==> src/rtl/cmp_pkg.sv <==
// Shared encodings and helpers for the iterative slice comparator.
package cmp_pkg;

  typedef enum logic [2:0] {
    CMP_OP_EQ  = 3'd0,
    CMP_OP_NE  = 3'd1,
    CMP_OP_LT  = 3'd2,
    CMP_OP_GE  = 3'd3,
    CMP_OP_LEZ = 3'd4,
    CMP_OP_GTZ = 3'd5,
    CMP_OP_LTZ = 3'd6,
    CMP_OP_GEZ = 3'd7
  } cmp_op_e;

  typedef enum logic [1:0] {
    StIdle,
    StScan,
    StDone
  } cmp_state_e;

  // Zero-ops occupy the upper half of the opcode space.
  function automatic logic is_zero_op(logic [2:0] op);
    return op[2];
  endfunction

  // Biasing the sign bit turns a signed compare into an unsigned one.
  function automatic logic sign_flip(logic msb, logic en);
    return msb ^ en;
  endfunction

  function automatic logic eval_cond(cmp_op_e op, logic gt, logic lt, logic eq);
    logic res;
    case (op)
      CMP_OP_EQ:  res = eq;
      CMP_OP_NE:  res = ~eq;
      CMP_OP_LT:  res = lt;
      CMP_OP_GE:  res = ~lt;
      CMP_OP_LEZ: res = ~gt;
      CMP_OP_GTZ: res = gt;
      CMP_OP_LTZ: res = lt;
      CMP_OP_GEZ: res = ~lt;
      default:    res = 1'b0;
    endcase
    return res;
  endfunction

endpackage

==> src/rtl/cmp_slice.sv <==
// Combinational unsigned magnitude compare of one operand slice.
module cmp_slice #(
  parameter int unsigned CHUNK = 8
) (
  input  logic [CHUNK-1:0] x,
  input  logic [CHUNK-1:0] y,
  output logic             gt,
  output logic             lt
);

  assign gt = (x > y);
  assign lt = (x < y);

endmodule

==> src/rtl/iter_cmp_unit.sv <==
// Multi-cycle MSB-first slice comparator with early exit and valid/ready on both sides.
module iter_cmp_unit
  import cmp_pkg::*;
#(
  parameter int unsigned WIDTH = 32,
  parameter int unsigned CHUNK = 8
) (
  input  logic             clk,
  input  logic             reset,
  input  logic             flush,
  input  logic             in_valid,
  output logic             in_ready,
  input  logic [WIDTH-1:0] in_a,
  input  logic [WIDTH-1:0] in_b,
  input  logic [2:0]       in_op,
  input  logic             in_signed,
  output logic             out_valid,
  input  logic             out_ready,
  output logic             out_result,
  output logic             out_large,
  output logic             out_little,
  output logic             out_equal,
  output logic             out_zero
);

  localparam int unsigned NSLICE = WIDTH / CHUNK;
  localparam int unsigned IDXW   = (NSLICE > 1) ? $clog2(NSLICE) : 1;
  localparam logic [IDXW-1:0] IDX_MSB = IDXW'(NSLICE - 1);

  if ((WIDTH % CHUNK) != 0 || CHUNK == 0) begin : gen_bad_chunk
    $error("iter_cmp_unit: WIDTH must be a non-zero multiple of CHUNK");
  end

  cmp_state_e      state_q, state_d;
  logic [IDXW-1:0] idx_q, idx_d;
  logic [WIDTH-1:0] a_q, a_d, b_q, b_d;
  cmp_op_e         op_q, op_d;
  logic            signed_q, signed_d;
  logic            zero_q, zero_d;
  logic            gt_q, gt_d, lt_q, lt_d, eq_q, eq_d, result_q, result_d;

  logic [WIDTH-1:0] a_shift, b_shift;
  logic [CHUNK-1:0] sa, sb, sx, sy;
  logic             sl_gt, sl_lt, flip;

  // Slice mux: shift keeps the select index width-agnostic.
  always_comb begin
    a_shift = a_q >> (32'(idx_q) * CHUNK);
    b_shift = b_q >> (32'(idx_q) * CHUNK);
    sa      = a_shift[CHUNK-1:0];
    sb      = b_shift[CHUNK-1:0];
    flip    = signed_q && (idx_q == IDX_MSB);
    sx      = sa;
    sy      = sb;
    sx[CHUNK-1] = sign_flip(sa[CHUNK-1], flip);
    sy[CHUNK-1] = sign_flip(sb[CHUNK-1], flip);
  end

  cmp_slice #(
    .CHUNK (CHUNK)
  ) u_slice (
    .x  (sx),
    .y  (sy),
    .gt (sl_gt),
    .lt (sl_lt)
  );

  assign in_ready = (state_q == StIdle) && !flush;

  always_comb begin
    state_d  = state_q;
    idx_d    = idx_q;
    a_d      = a_q;
    b_d      = b_q;
    op_d     = op_q;
    signed_d = signed_q;
    zero_d   = zero_q;
    gt_d     = gt_q;
    lt_d     = lt_q;
    eq_d     = eq_q;
    result_d = result_q;
    unique case (state_q)
      StIdle: begin
        if (in_valid && in_ready) begin
          a_d      = in_a;
          b_d      = is_zero_op(in_op) ? '0 : in_b;
          op_d     = cmp_op_e'(in_op);
          signed_d = in_signed | is_zero_op(in_op);
          zero_d   = ~|in_a;
          idx_d    = IDX_MSB;
          state_d  = StScan;
        end
      end
      StScan: begin
        zero_d = zero_q & ~|sa;
        if (sl_gt || sl_lt || idx_q == '0) begin
          gt_d     = sl_gt;
          lt_d     = sl_lt;
          eq_d     = ~(sl_gt | sl_lt);
          result_d = eval_cond(op_q, sl_gt, sl_lt, ~(sl_gt | sl_lt));
          state_d  = StDone;
        end else begin
          idx_d = idx_q - IDXW'(1);
        end
      end
      StDone: begin
        if (out_ready) state_d = StIdle;
      end
      default: state_d = StIdle;
    endcase
    if (flush) state_d = StIdle;
  end

  always_ff @(posedge clk or negedge reset) begin
    if (!reset) begin
      state_q  <= StIdle;
      idx_q    <= '0;
      a_q      <= '0;
      b_q      <= '0;
      op_q     <= CMP_OP_EQ;
      signed_q <= 1'b0;
      zero_q   <= 1'b0;
      gt_q     <= 1'b0;
      lt_q     <= 1'b0;
      eq_q     <= 1'b0;
      result_q <= 1'b0;
    end else begin
      state_q  <= state_d;
      idx_q    <= idx_d;
      a_q      <= a_d;
      b_q      <= b_d;
      op_q     <= op_d;
      signed_q <= signed_d;
      zero_q   <= zero_d;
      gt_q     <= gt_d;
      lt_q     <= lt_d;
      eq_q     <= eq_d;
      result_q <= result_d;
    end
  end

  assign out_valid  = (state_q == StDone);
  assign out_result = result_q;
  assign out_large  = gt_q;
  assign out_little = lt_q;
  assign out_equal  = eq_q;
  assign out_zero   = zero_q;

endmodule

==> config.mk <==
export PLATFORM = sky130hd
export DESIGN_NAME = iter_cmp_unit
export DESIGN_NICKNAME = d
export VERILOG_FILES = /design/src/rtl/cmp_pkg.sv /design/src/rtl/cmp_slice.sv /design/src/rtl/iter_cmp_unit.sv
export SDC_FILE = /design/constraint.sdc
export NUM_CORES = 1
export LEC_CHECK = 0
export CAP_MARGIN = 20
export CORE_ASPECT_RATIO = 2
export CORE_MARGIN = 3
export CORE_UTILIZATION = 45
export DETAILED_ROUTE_END_ITERATION = 16
export PLACE_DENSITY = 0.72
export SYNTH_ARGS = -nofsm -noshare
export SYNTH_HDL_FRONTEND = slang
export SYNTH_SLANG_ARGS = --single-unit
==> constraint.sdc <==
create_clock -name clk -period 4.5 [get_ports clk]
set_input_delay 0.675 -clock clk [delete_from_list [all_inputs] [get_ports clk]]
set_output_delay 0.675 -clock clk [all_outputs]
set_load 0.01 [all_outputs]
==> results.json, run 1 <==
{
  "status": "finished, final reports clean",
  "detail-route-antenna-nets": 0,
  "clockBufferDepth": 2,
  "drv_slew": 0,
  "worstPathRequired_ns": 4.75,
  "syn-instance-count": 406,
  "viasPerCell": 5.282,
  "std_cell_rows": 47,
  "final_cell_count_no_fill": 579,
  "crit_path_max_incr_delay_ns": 0.64,
  "synth_cell_type_count": 33,
  "crit_arrival_ns": 3.49,
  "gp_congestion": 0.8830,
  "ios": 80,
  "synth_top_area_frac": 0.5002,
  "grt_antenna_before_repair": 0,
  "worst_pin_slew_ns": 0.9528,
  "ir_drop_uv": 242.8,
  "root_buffer": "clkbuf_16",
  "ys_seq_area_frac": 0.5002,
  "area_growth_pct": 29.33,
  "cp-end-kind": "flop",
  "clk_pin_slew_ns": 0.06,
  "path_class": "flop to flop",
  "met2_usage": 0.3509,
  "ctsHoldBuffers": 0,
  "maxCapViolCount": 0,
  "setup-tns-final_ns": 0,
  "synthTopCellsByArea": "dfrtp_1, nand2_1, mux4_2",
  "synthFlopType": "dfrtp_1",
  "fin_total_pwr_w": 0.002151,
  "p_leak_nw": 2.288,
  "yosysTopAreaCell": "dfrtp_1",
  "fmax_mhz": 308.6,
  "worstSkewPairLatency_ns": 0.34,
  "fin_nets": 559,
  "cts_resized": 0,
  "wl_per_cell_um": 15.62,
  "grt_usage": 0.1997,
  "die_h_um": 136.9,
  "vias": 3058,
  "antennaDiodeCount": 0,
  "crit_path_start_kind": "flop",
  "cpMaxStageDelayCell": "dfrtp_1",
  "grt_first_pass_wirelength_um": 14880,
  "postCtsSetupRepairBufs": 0,
  "layout-drive-gt1-share": 0.08108,
  "grt_pass1_vias": 3228,
  "syn_avg_cell_area_um2": 9.489,
  "drt_iter0_drc": 248,
  "htreeDepth": 3,
  "grt_busiest_layer": "met2",
  "fin_ws_ns": 1.259,
  "dp_cells": 563,
  "layout_min_cycle_time_ns": 3.241,
  "first_pass_iters": 4,
  "ys_top_cells_by_count": "nand2_1, dfrtp_1, o21ai_1, nand2b_1, mux4_2",
  "rsz0062_at_grt": "no",
  "finalSetupViolations": 0,
  "dpl_worst_slack_ns": 1.245,
  "async_reset_ff_frac": 1.000,
  "initial_core_util": 0.4646,
  "slew-limit-headroom": 0.3648,
  "grt_overflow": 0,
  "worstPathMaxFanout": 12,
  "ys_seq_elements": 77,
  "cts_tree": "yes",
  "grt_use_met1": 0.2106,
  "cts_buffers": 9,
  "p_per_area_nw_per_um2": 431.7,
  "worstPathCellList": "buf_4 > mux4_2 > xor2_1 > ha_1 > a21oi_1 > o21ai_1 > o31ai_1 > mux2i_1 > nor2_1 > o31ai_1",
  "fp.dieW_um": 71.43,
  "hpwl_um": 6772,
  "finalHoldViolCount": 0,
  "port_buffers": 79,
  "ys_warn_count": 0,
  "die_area_um2": 9775,
  "yosysMostFrequentCell": "nand2_1",
  "cp_common_cell": "o31ai_1",
  "routed_wirelength_um": 9044,
  "drc_errors": 0,
  "min_path_type": "flop to flop",
  "synth-edff-count": 0,
  "met3_usage": 0.03162,
  "syn-cell-area_um2": 3852,
  "post-route-period-util": 0.7201,
  "clock-sinks": 77,
  "grt_max_degree": 78,
  "synth_fp_nets": 489,
  "skew_ns": 0.004662,
  "hold_ws_ns": 0.4727,
  "core_area_um2": 8292
}
==> final cells by class <==
| cell class | instances | area [µm²] |
|---|---|---|
| Clock buffer | 12 | 246.5 |
| Inverter | 11 | 41.29 |
| Clock inverter | 4 | 47.55 |
| Sequential cell | 77 | 1927 |
| Tap cell | 98 | 122.6 |
| Multi-Input combinational cell | 295 | 1787 |
| Timing Repair Buffer | 82 | 810.8 |
| Fill cell | 702 | 3309 |
==> routing by layer <==
layer,vias to the layer above,part of all wire
met1,1447,0.36
met2,88,0.54
li1,1493,-
met5,-,0
met3,30,0.045
met4,0,0.057
==> sequential cells by signal (all words and copies together), names as in the netlist <==
register,count
a_q,32
signed_q,1
state_q,2
out_zero,1
out_little,1
b_q,32
op_q,3
out_large,1
out_equal,1
idx_q,2
out_result,1
==> metrics by stage <==
stage,area [µm²],utilization
5_1_grt,4982,0.6009
2_1_floorplan,3852,-
3_5_place_dp,4688,0.5654
4_1_cts,4982,0.6009
6_report,4982,0.6009
3_3_place_gp,4688,0.5654
==> path summary, 6_finish.rpt <==
kind / slack (ns) / end / depth (start not counted) / start
worst max-delay path: 1.26 / out_result / 10 / idx_q[0]
worst min-delay path: 0.47 / out_result / 2 / out_result
worst max register to register: 1.26 / out_result / 10 / idx_q[0]
worst min register to register: 0.47 / out_result / 2 / out_result
max in group asynchronous: 3.41 / a_q[23] / 1 / reset
min in group asynchronous: 0.48 / signed_q / 1 / reset
==> layout by cell type (no fill, tap or decap), types with 2 or more instances in the layout <==
cell,instances
nand4_1,4
clkbuf_16,9
dfrtp_1,77
mux4_2,16
nand2b_1,32
mux2i_1,2
clkinv_2,2
nor3_1,6
inv_1,11
nor2_1,5
nor2b_1,3
buf_4,4
a21oi_1,9
o21ai_1,36
clkbuf_1,2
nor4_1,9
o31ai_1,3
o21ai_0,2
clkdlybuf4s50_1,78
ha_1,10
nand2_1,144
==> logic make-up (layout without fill, tap and decap cells) <==
logic type / Yosys count / count (layout) / share of synthesized area
muxes: 18 / 18 / 0.09873
xor gates and xnor gates: 2 / 2 / 0.004548
DFF: 77 / 77 / 0.5002
adders and majority gates: 10 / 10 / 0.03248
and+or+nand+nor: 210 / 210 / 0.2488
buffers and inverters: 34 / 109 / 0.03670
AOI/OAI and AO/OA: 55 / 55 / 0.07860
==> critical path: cells and delay by family (launching register included) <==
family | cells | cell delay (ns)
and+or+nand+nor | 1 | 0.05
AOI/OAI and AO/OA | 4 | 0.87
DFF | 1 | 0.64
buffers and inverters | 1 | 0.34
adders and majority gates | 1 | 0.31
muxes | 2 | 0.77
xor gates and xnor gates | 1 | 0.16
==> report_power, final <==
group / internal, W / switching [W] / leakage, nW
Clock: 0.000443 / 0.000272 / 0.143
Combinational: 0.000275 / 0.000262 / 1.17
Sequential: 0.000818 / 0.0000816 / 0.975
No activity file was read; power rests on OpenSTA's default activity.
==> run 2, diff against run 1 <==
clock period = 3.1 ns   (was 4.5 ns; I/O delays follow)
==> run 2 against run 1 <==
Global-route usage grew 0.34 points. Non-clock buffer count is 5 higher. Sequential power grew 45%. First-iteration DRC count shrank 36%. Setup slack got worse by 1.1 ns. Critical path depth did not move. Core utilization is 0.66 points higher. Fmax up 12%. Count of clock-buffer cells in the layout unchanged. Via count is 0.43% higher. Clock power up 40%. Final cell count rose by 0.52%.
==> results.json, run 2 (synthesis results as in run 1) <==
{
  "rr_endpoint": "out_result",
  "post-route-period-util": 0.9346,
  "vias": 3071,
  "cp-startpoint": "idx_q[0]",
  "htreeDepth": 3,
  "worstSkewPairLatency_ns": 0.33,
  "root_buffer": "clkbuf_16",
  "fp.dieW_um": 71.43,
  "initial_core_util": 0.4646,
  "std_cell_rows": 47,
  "ff2ff_path_depth": 10,
  "viasPerCell": 5.277,
  "grt_antenna_before_repair": 0,
  "fmax_mhz": 345.2,
  "dpl_worst_slack_ns": 0.2075,
  "crit_path_start_kind": "flop",
  "first_pass_iters": 4,
  "path_class": "flop to flop",
  "drt_iter0_drc": 158,
  "hpwl_um": 7017,
  "clockBufferDepth": 2,
  "die_h_um": 136.9,
  "finalHoldViolCount": 0,
  "layout_min_cycle_time_ns": 2.897,
  "area_growth_pct": 30.76,
  "grt_pass1_vias": 3212,
  "antennaDiodeCount": 0,
  "r2r-start": "idx_q[0]",
  "ctsHoldBuffers": 0,
  "skew_ns": 0.005476,
  "wl_per_cell_um": 15.78,
  "dp_cells": 568,
  "grt_overflow": 0,
  "maxCapViolCount": 0,
  "detail-route-antenna-nets": 0,
  "crit_arrival_ns": 3.13,
  "p_per_area_nw_per_um2": 616.6,
  "fin_ws_ns": 0.2027,
  "cts_tree": "yes",
  "r2r_slack_ns": 0.20,
  "grt_max_degree": 78,
  "cts_buffers": 9,
  "grt_usage": 0.2031,
  "cts_resized": 0,
  "slew-limit-headroom": 0.3661,
  "routed_wirelength_um": 9182,
  "layout-drive-gt1-share": 0.08884,
  "min_path_type": "primary input to async pin",
  "fin_nets": 564,
  "worstPathRequired_ns": 3.33,
  "drv_slew": 0,
  "worst_pin_slew_ns": 0.9508,
  "die_area_um2": 9775,
  "ir_drop_uv": 391.6,
  "setup-tns-final_ns": 0,
  "worstPathMaxFanout": 20,
  "core_area_um2": 8292,
  "layout_common_cells": "nand2_1, clkdlybuf4s50_1, dfrtp_1",
  "postCtsSetupRepairBufs": 0,
  "top_regs": "a_q (32), b_q (32), op_q (3)",
  "hold_ws_ns": 0.2748,
  "clock-sinks": 77,
  "mostFrequentLayoutCell": "nand2_1",
  "final_cell_count_no_fill": 582,
  "status": "finished, final reports clean",
  "grt_first_pass_wirelength_um": 15060,
  "drc_errors": 0,
  "finalSetupViolations": 0,
  "cp-end-kind": "flop",
  "port_buffers": 79,
  "p_leak_nw": 2.314,
  "ios": 80,
  "gp_congestion": 0.9288,
  "clk_pin_slew_ns": 0.05
}
run 2: worst max-delay path by stage:
stage	depth (start not counted)	end
after floorplan	11	out_result
after global placement	10	out_result
after detailed placement	10	out_result
after CTS	10	out_result
after global routing	10	out_result
final	10	out_result
run 2: layout make-up:
class / instances / area, µm²
Sequential cell: 77 / 1927
Multi-Input combinational cell: 295 / 1792
Clock inverter: 2 / 35.03
Tap cell: 98 / 122.6
Inverter: 11 / 41.29
Clock buffer: 12 / 246.5
Timing Repair Buffer: 87 / 873.3
Fill cell: 713 / 3254
run 2: routing by layer:
metal / vias to the layer above / routed length (µm) / track usage
li1: 1511 / - / -
met1: 1461 / 3343 / 0.2229
met2: 72 / 5063 / 0.3550
met3: 27 / 335 / 0.03676
met4: 0 / 439 / 0.1255
met5: - / 0 / 0
run 2: metrics by stage:
step | cell area [µm²] | total power [W] | util
after CTS | 5032 | 0.003123 | 0.6069
after global placement | 4751 | 0.002071 | 0.5730
final | 5037 | 0.003106 | 0.6075
after detailed placement | 4751 | 0.002111 | 0.5730
after floorplan | 3852 | 0.001790 | -
after global routing | 5037 | 0.003278 | 0.6075
run 2: where the power goes:
group / internal, W / switching, W / leakage, nW
sequential: 0.00119 / 0.000116 / 0.975
combinational: 0.000408 / 0.000391 / 1.20
clock: 0.000635 / 0.000369 / 0.139
run 2: worst max-delay path: stages (launching register included):
cell     delay [ns]
dfrtp_1        0.37
buf_12         0.19
mux4_2         0.55
xnor2_1        0.16
ha_1           0.33
a21oi_1        0.18
o21ai_1        0.14
o31ai_2        0.34
mux2i_1        0.24
nor2_1         0.05
o31ai_1        0.24
==> run 3, diff against run 2 <==
SLEW_MARGIN = 10   (was default)
==> results of run 3 <==
Final layout, timing and power as in run 2 (identical DEF).
